===== src/rtl/uart_pkg.sv =====
// Shared UART definitions: FSM state encoding, line levels, frame length and
// default bit timing, used by both the transmit and receive sides.
package uart_pkg;

    localparam logic [2:0] S_IDLE  = 3'd0;
    localparam logic [2:0] S_START = 3'd1;
    localparam logic [2:0] S_DATA  = 3'd2;
    localparam logic [2:0] S_STOP  = 3'd3;
    localparam logic [2:0] S_BREAK = 3'd4;

    localparam logic c_HIGH = 1'b1;
    localparam logic c_LOW  = 1'b0;

    localparam int c_BIT_LENGTH             = 8;
    localparam int c_DEFAULT_CYCLES_PER_BIT = 217;

    function automatic logic majority3(input logic a, input logic b, input logic c);
        return (a & b) | (a & c) | (b & c);
    endfunction

endpackage


===== src/rtl/uart_rx_fifo.sv =====
// First-word fall-through byte FIFO; pointers carry one extra wrap bit so
// full and empty are told apart by the MSB.
module uart_rx_fifo #(
    parameter int c_DEPTH = 4
) (
    input  logic       clk_i,
    input  logic       reset_i,
    input  logic       push_i,
    input  logic [7:0] push_data_i,
    input  logic       pop_i,
    output logic [7:0] head_o,
    output logic       full_o,
    output logic       empty_o
);

    localparam int c_AW = $clog2(c_DEPTH);
    localparam logic [c_AW:0] c_PTR_ONE = {{c_AW{1'b0}}, 1'b1};

    logic [7:0]  mem_q [c_DEPTH];
    logic [c_AW:0] wr_q;
    logic [c_AW:0] rd_q;
    logic        wr_en_s;
    logic        rd_en_s;

    assign empty_o = (wr_q == rd_q);
    assign full_o  = (wr_q[c_AW] != rd_q[c_AW]) && (wr_q[c_AW-1:0] == rd_q[c_AW-1:0]);
    // A full FIFO still accepts a write when the head leaves in the same cycle.
    assign wr_en_s = push_i && (!full_o || pop_i);
    assign rd_en_s = pop_i && !empty_o;
    assign head_o  = empty_o ? 8'h00 : mem_q[rd_q[c_AW-1:0]];

    always_ff @(posedge clk_i) begin
        if (reset_i) begin
            wr_q <= '0;
            rd_q <= '0;
        end else begin
            if (wr_en_s) begin
                wr_q <= wr_q + c_PTR_ONE;
            end
            if (rd_en_s) begin
                rd_q <= rd_q + c_PTR_ONE;
            end
        end
    end

    always_ff @(posedge clk_i) begin
        if (wr_en_s) begin
            mem_q[wr_q[c_AW-1:0]] <= push_data_i;
        end
    end

endmodule


===== src/rtl/uart_rx_buffered.sv =====
// 8N1 UART receiver with 3-sample majority voting, framing-error/break
// handling and a small FWFT output FIFO.
module uart_rx_buffered
    import uart_pkg::*;
#(
    parameter int c_CYCLES_PER_BIT = c_DEFAULT_CYCLES_PER_BIT,
    parameter int c_FIFO_DEPTH     = 4
) (
    input  logic       i_CLK,
    input  logic       i_RESET,
    input  logic       i_SERIAL_DATA,
    input  logic       i_RX_READY,
    output logic [7:0] o_DATA_RX,
    output logic       o_RX_DATA_VALID,
    output logic       o_FRAMING_ERROR,
    output logic       o_OVERRUN,
    output logic       o_RX_BUSY
);

    localparam logic [15:0] c_LAST = 16'(c_CYCLES_PER_BIT - 1);
    localparam logic [15:0] c_S0   = 16'(c_CYCLES_PER_BIT / 2 - 1);
    localparam logic [15:0] c_MID  = 16'(c_CYCLES_PER_BIT / 2);
    localparam logic [15:0] c_DEC  = 16'(c_CYCLES_PER_BIT / 2 + 1);
    localparam logic [2:0]  c_LAST_BIT = 3'(c_BIT_LENGTH - 1);

    logic [1:0]  sync_q;
    logic [2:0]  state_q, state_d;
    logic [15:0] cnt_q, cnt_d;
    logic [2:0]  bit_idx_q, bit_idx_d;
    logic [7:0]  shift_q, shift_d;
    logic [1:0]  smp_q, smp_d;
    logic        ferr_q, ferr_d;
    logic        ovr_q, ovr_d;
    logic        line_s, decide_s, vote_s, push_s, pop_s;
    logic        full_s, empty_s;
    logic [7:0]  head_s;

    assign line_s   = sync_q[1];
    assign decide_s = (cnt_q == c_DEC);
    assign vote_s   = majority3(smp_q[0], smp_q[1], line_s);
    assign pop_s    = !empty_s && i_RX_READY;

    // Bit timing, sampling and frame FSM.
    always_comb begin
        state_d   = state_q;
        bit_idx_d = bit_idx_q;
        shift_d   = shift_q;
        smp_d     = smp_q;
        push_s    = 1'b0;
        ferr_d    = 1'b0;
        if (state_q == S_IDLE || state_q == S_BREAK) begin
            cnt_d = 16'd0;
        end else if (cnt_q == c_LAST) begin
            cnt_d = 16'd0;
        end else begin
            cnt_d = cnt_q + 16'd1;
        end
        if (cnt_q == c_S0) begin
            smp_d[0] = line_s;
        end else if (cnt_q == c_MID) begin
            smp_d[1] = line_s;
        end else begin
            smp_d = smp_q;
        end
        case (state_q)
            S_IDLE: begin
                // The edge cycle itself counts as c = 0.
                if (line_s == c_LOW) begin
                    state_d = S_START;
                    cnt_d   = 16'd1;
                end else begin
                    state_d = S_IDLE;
                end
            end
            S_START: begin
                if (decide_s) begin
                    if (vote_s == c_HIGH) begin
                        state_d = S_IDLE;
                    end else begin
                        state_d   = S_DATA;
                        bit_idx_d = 3'd0;
                    end
                end else begin
                    state_d = S_START;
                end
            end
            S_DATA: begin
                if (decide_s) begin
                    shift_d = {vote_s, shift_q[7:1]};
                    if (bit_idx_q == c_LAST_BIT) begin
                        state_d = S_STOP;
                    end else begin
                        bit_idx_d = bit_idx_q + 3'd1;
                    end
                end else begin
                    state_d = S_DATA;
                end
            end
            S_STOP: begin
                if (decide_s) begin
                    if (vote_s == c_HIGH) begin
                        push_s  = 1'b1;
                        state_d = S_IDLE;
                    end else begin
                        ferr_d  = 1'b1;
                        state_d = S_BREAK;
                    end
                end else begin
                    state_d = S_STOP;
                end
            end
            S_BREAK: begin
                if (line_s == c_HIGH) begin
                    state_d = S_IDLE;
                end else begin
                    state_d = S_BREAK;
                end
            end
            default: begin
                state_d = S_IDLE;
            end
        endcase
        ovr_d = push_s && full_s && !pop_s;
    end

    // Synchronizer and receiver state registers.
    always_ff @(posedge i_CLK) begin
        if (i_RESET) begin
            sync_q    <= 2'b11;
            state_q   <= S_IDLE;
            cnt_q     <= 16'd0;
            bit_idx_q <= 3'd0;
            shift_q   <= 8'h00;
            smp_q     <= 2'b00;
            ferr_q    <= 1'b0;
            ovr_q     <= 1'b0;
        end else begin
            sync_q    <= {sync_q[0], i_SERIAL_DATA};
            state_q   <= state_d;
            cnt_q     <= cnt_d;
            bit_idx_q <= bit_idx_d;
            shift_q   <= shift_d;
            smp_q     <= smp_d;
            ferr_q    <= ferr_d;
            ovr_q     <= ovr_d;
        end
    end

    uart_rx_fifo #(
        .c_DEPTH(c_FIFO_DEPTH)
    ) u_fifo (
        .clk_i      (i_CLK),
        .reset_i    (i_RESET),
        .push_i     (push_s),
        .push_data_i(shift_d),
        .pop_i      (pop_s),
        .head_o     (head_s),
        .full_o     (full_s),
        .empty_o    (empty_s)
    );

    assign o_DATA_RX       = head_s;
    assign o_RX_DATA_VALID = !empty_s;
    assign o_FRAMING_ERROR = ferr_q;
    assign o_OVERRUN       = ovr_q;
    assign o_RX_BUSY       = (state_q != S_IDLE);

endmodule


===== config.mk =====
export PLATFORM = sky130hd
export DESIGN_NAME = uart_rx_buffered
export DESIGN_NICKNAME = d
export VERILOG_FILES = /design/src/rtl/uart_pkg.sv /design/src/rtl/uart_rx_fifo.sv /design/src/rtl/uart_rx_buffered.sv
export SDC_FILE = /design/constraint.sdc
export NUM_CORES = 1
export LEC_CHECK = 0
export CORE_AREA = 2 2 86 88
export CTS_BUF_LIST = sky130_fd_sc_hd__clkbuf_8
export DETAILED_ROUTE_END_ITERATION = 8
export DIE_AREA = 0 0 88 90
export GPL_TIMING_DRIVEN = 0
export PLACE_DENSITY_LB_ADDON = 0.08
export RECOVER_POWER = 25
export SLEW_MARGIN = 30
export SYNTH_ARGS = -nofsm -noshare
export SYNTH_HDL_FRONTEND = slang
export SYNTH_SLANG_ARGS = --single-unit

===== constraint.sdc =====
create_clock -name i_CLK -period 4.4 [get_ports i_CLK]
set_clock_uncertainty 0.1 [all_clocks]
set_input_delay 1.32 -clock i_CLK [delete_from_list [all_inputs] [get_ports i_CLK]]
set_output_delay 1.32 -clock i_CLK [all_outputs]
set_load 0.01 [all_outputs]

==> results.yml <==
critical_path:
  crit_chain: "clkbuf_1, mux4_2, nor2b_1, clkdlybuf4s50_1"
  cpMaxStageDelayCell: "mux4_2"
  crit_fanout: 8
  rr_startpoint: "cnt_q[9]"
  critical_path_class: "flip-flop to output port"
  cpPeakStageDelay_ps: 580
  crit_required_ps: 2980
  worst_setup_path_start_kind: "flip-flop"
  cp_data_arrival_time_ps: 2380
  rrSetupSlack_ps: 1900
  end_kind: "output port"
place:
  port_buffers: 15
  dp_worst_setup_slack_ps: 874.6
  hpwl_mm: 4.446
  gp_congestion: 0.8150
grt:
  grt_max_degree: 15
  first_global_vias: 2245
  grt_pass1_wl_mm: 10.76
  grt_overflow: 0
  antenna_found_initial: 0
  grt.total_usage: 0.1744
sta:
  setup_viol: 0
  fin_crit_sh: 0.8628
  clock.fmax_ghz: 0.2634
  hold_viol_final: 0
  final_max_slew_viol_count: 0
  fin_tns_setup_ps: 0
  min_period_ps: 3796
  rsz0062_at_grt: "no"
  finalWorstSetupSlack_ps: 603.5
  worstMarginPinSlew_ps: 824.5
  slew_headroom: 0.4453
clocking:
  numCtsBuffers: 9
  clockBufferDepth: 2
  clock-root-buffer: "clkbuf_8"
  cts_resized: 0
  cts_tree: "done"
  cts_hold_buf: 0
  htree_levels: 3
  clk_pin_slew_ps: 80
  cts_setup_buffers: 0
  clock_latency_ps: 350
  clock_sinks: 76
synth:
  synth_area_sq_um: 3441
  seq_area_frac_synth: 0.5353
  synth_ff_type: "dfxtp_1"
  syn_avg_cell_area_sq_um: 11.10
  synth_cells: 310
  yosysTopAreaCell: "edfxtp_1"
  synthArstFlopShare: 0
  synth_cell_types: 47
  synth_seq_cells: 76
  yosysTopAreaCellShare: 0.2793
  ys_warn_count: 0
  synth-edff-count: 32
  mappedNetlistNets: 324
  ys_top_cells_by_area: "edfxtp_1 (28%), dfxtp_1 (26%), mux4_2 (5.2%)"
power:
  ir_worst_vdd_uv: 175.2
  p_leak_nw: 1.401
  pwr_density_cell_nw_per_um2: 351.5
finish:
  area.sequential_sq_um: 1842
  nets: 352
  fin_util: 0.5664
  n_antenna_cell: 0
  area_growth_pct: 15.56
  fillCellCount: 626
  multi_input_comb_area_sq_um: 1508
  final_cell_mix: "dfxtp_1 (44), edfxtp_1 (32), nor2_1 (29), nand4_1 (21), o21ai_0 (16)"
  mostFrequentLayoutCell: "dfxtp_1"
  drive_above_1_share: 0.1079
floorplan:
  core_area_sq_um: 7020
  start_util: 0.4901
  fp.dieW_microns: 88
  rows: 31
  dieArea_sq_um: 7920
  fp.dieH_microns: 90
  ios: 16
route:
  vias: 2334
  routed_wl_mm: 6.334
  postRouteAntennaNets: 0
  drtPass1Iterations: 4
  drt_iter0_markers: 112
  avgViaCountPerCell: 5.281
  routedWlPerCell_microns: 14.33
  route.detailed.drc: 0
worst_hold_path:
  hold_path_class: "flip-flop to flip-flop"
  min_from: "sync_q[0]"
run:
  maxCapViolCount: 0
run_status:
  outcome: "completed"
==> logic make-up after synthesis <==
logic type / synth area share
AO/OA/AOI/OAI: 0.06364
XOR/XNOR: 0.04836
adder cells (fa/ha/maj): 0.03927
buffers and inverters: 0.02836
flip-flops: 0.5353
multiplexers: 0.06436
AND/OR/NAND/NOR: 0.2207
==> cell usage after synthesis, drive strengths merged, types with 2 or more instances <==
| cell type | n |
|---|---|
| dfxtp | 44 |
| edfxtp | 32 |
| nor2 | 29 |
| nand4 | 21 |
| o21ai | 16 |
| clkbuf | 15 |
| nand2 | 15 |
| a21oi | 14 |
| xor2 | 12 |
| ha | 10 |
| inv | 9 |
| nor2b | 9 |
| mux4 | 8 |
| nor4 | 8 |
| nand3 | 7 |
| xnor2 | 7 |
| and3 | 6 |
| nor3 | 5 |
| and2 | 4 |
| and4 | 4 |
| and4b | 3 |
| mux2i | 3 |
| nand2b | 3 |
| o31ai | 3 |
| or4 | 3 |
| a211oi | 2 |
| buf | 2 |
| or2 | 2 |
| or3 | 2 |
==> stage by stage <==
step / hold slack [ps] / cells / area, sq um / power [W]
after global routing: 330.3 / 442 / 3976 / 0.001440
final: 319.8 / 442 / 3976 / 0.001398
after CTS: 321.6 / 442 / 3981 / 0.001413
after global placement: 295.9 / 424 / 3715 / 0.0007690
after floorplan: 289.5 / 310 / 3441 / 0.0007600
after detailed placement: 301.9 / 426 / 3736 / 0.0007692
==> flip-flops by register name, indices dropped and copies added (netlist names), named ones only <==
register / count
bit_idx_q: 3
u_fifo.wr_q: 3
sync_q: 2
shift_q: 8
smp_q: 2
o_OVERRUN: 1
o_FRAMING_ERROR: 1
cnt_q: 16
u_fifo.rd_q: 3
state_q: 3
u_fifo.mem_q: 32
==> worst max-delay path, delay by kind of cell, from the launching register on <==
| family | cells | cell delay (ps) |
|---|---|---|
| muxes | 1 | 580 |
| DFF | 1 | 310 |
| buffers and inverters | 2 | 1000 |
| and+or+nand+nor | 1 | 140 |
==> final timing paths <==
kind | end | cells past startpoint
worst max-delay path | o_DATA_RX[4] | 4
worst max register to register | cnt_q[8] | 5
worst min-delay path | sync_q[1] | 1
worst min register to register | sync_q[1] | 1
==> final cells by class <==
cell class	count	share of cell area
flip-flops and latches	76	0.4632
multi-input cells	208	0.3792
repair buffers	17	0.04028
clock buffers	9	0.03115
well taps	99	0.03115
clock inverters	7	0.03052
plain buffers	17	0.01605
inverters	9	0.008496
==> where the power goes <==
| group | internal (W) | switching, W | leakage [nW] |
|---|---|---|---|
| Sequential | 0.000729 | 0.00000160 | 0.651 |
| Combinational | 0.00000795 | 0.0000136 | 0.626 |
| Clock | 0.000381 | 0.000265 | 0.124 |
| Total | 0.00112 | 0.000280 | 1.40 |
==> metal layers <==
metal,vias up,track usage,part of all wire,wire length (microns)
met5,-,0,0,0
met4,0,0.06154,0.015,95
met3,7,0.04408,0.029,186
met2,28,0.2734,0.49,3094
met1,1099,0.2328,0.47,2958
li1,1200,-,-,-
Note: power is estimated with default switching activity, not from simulation.
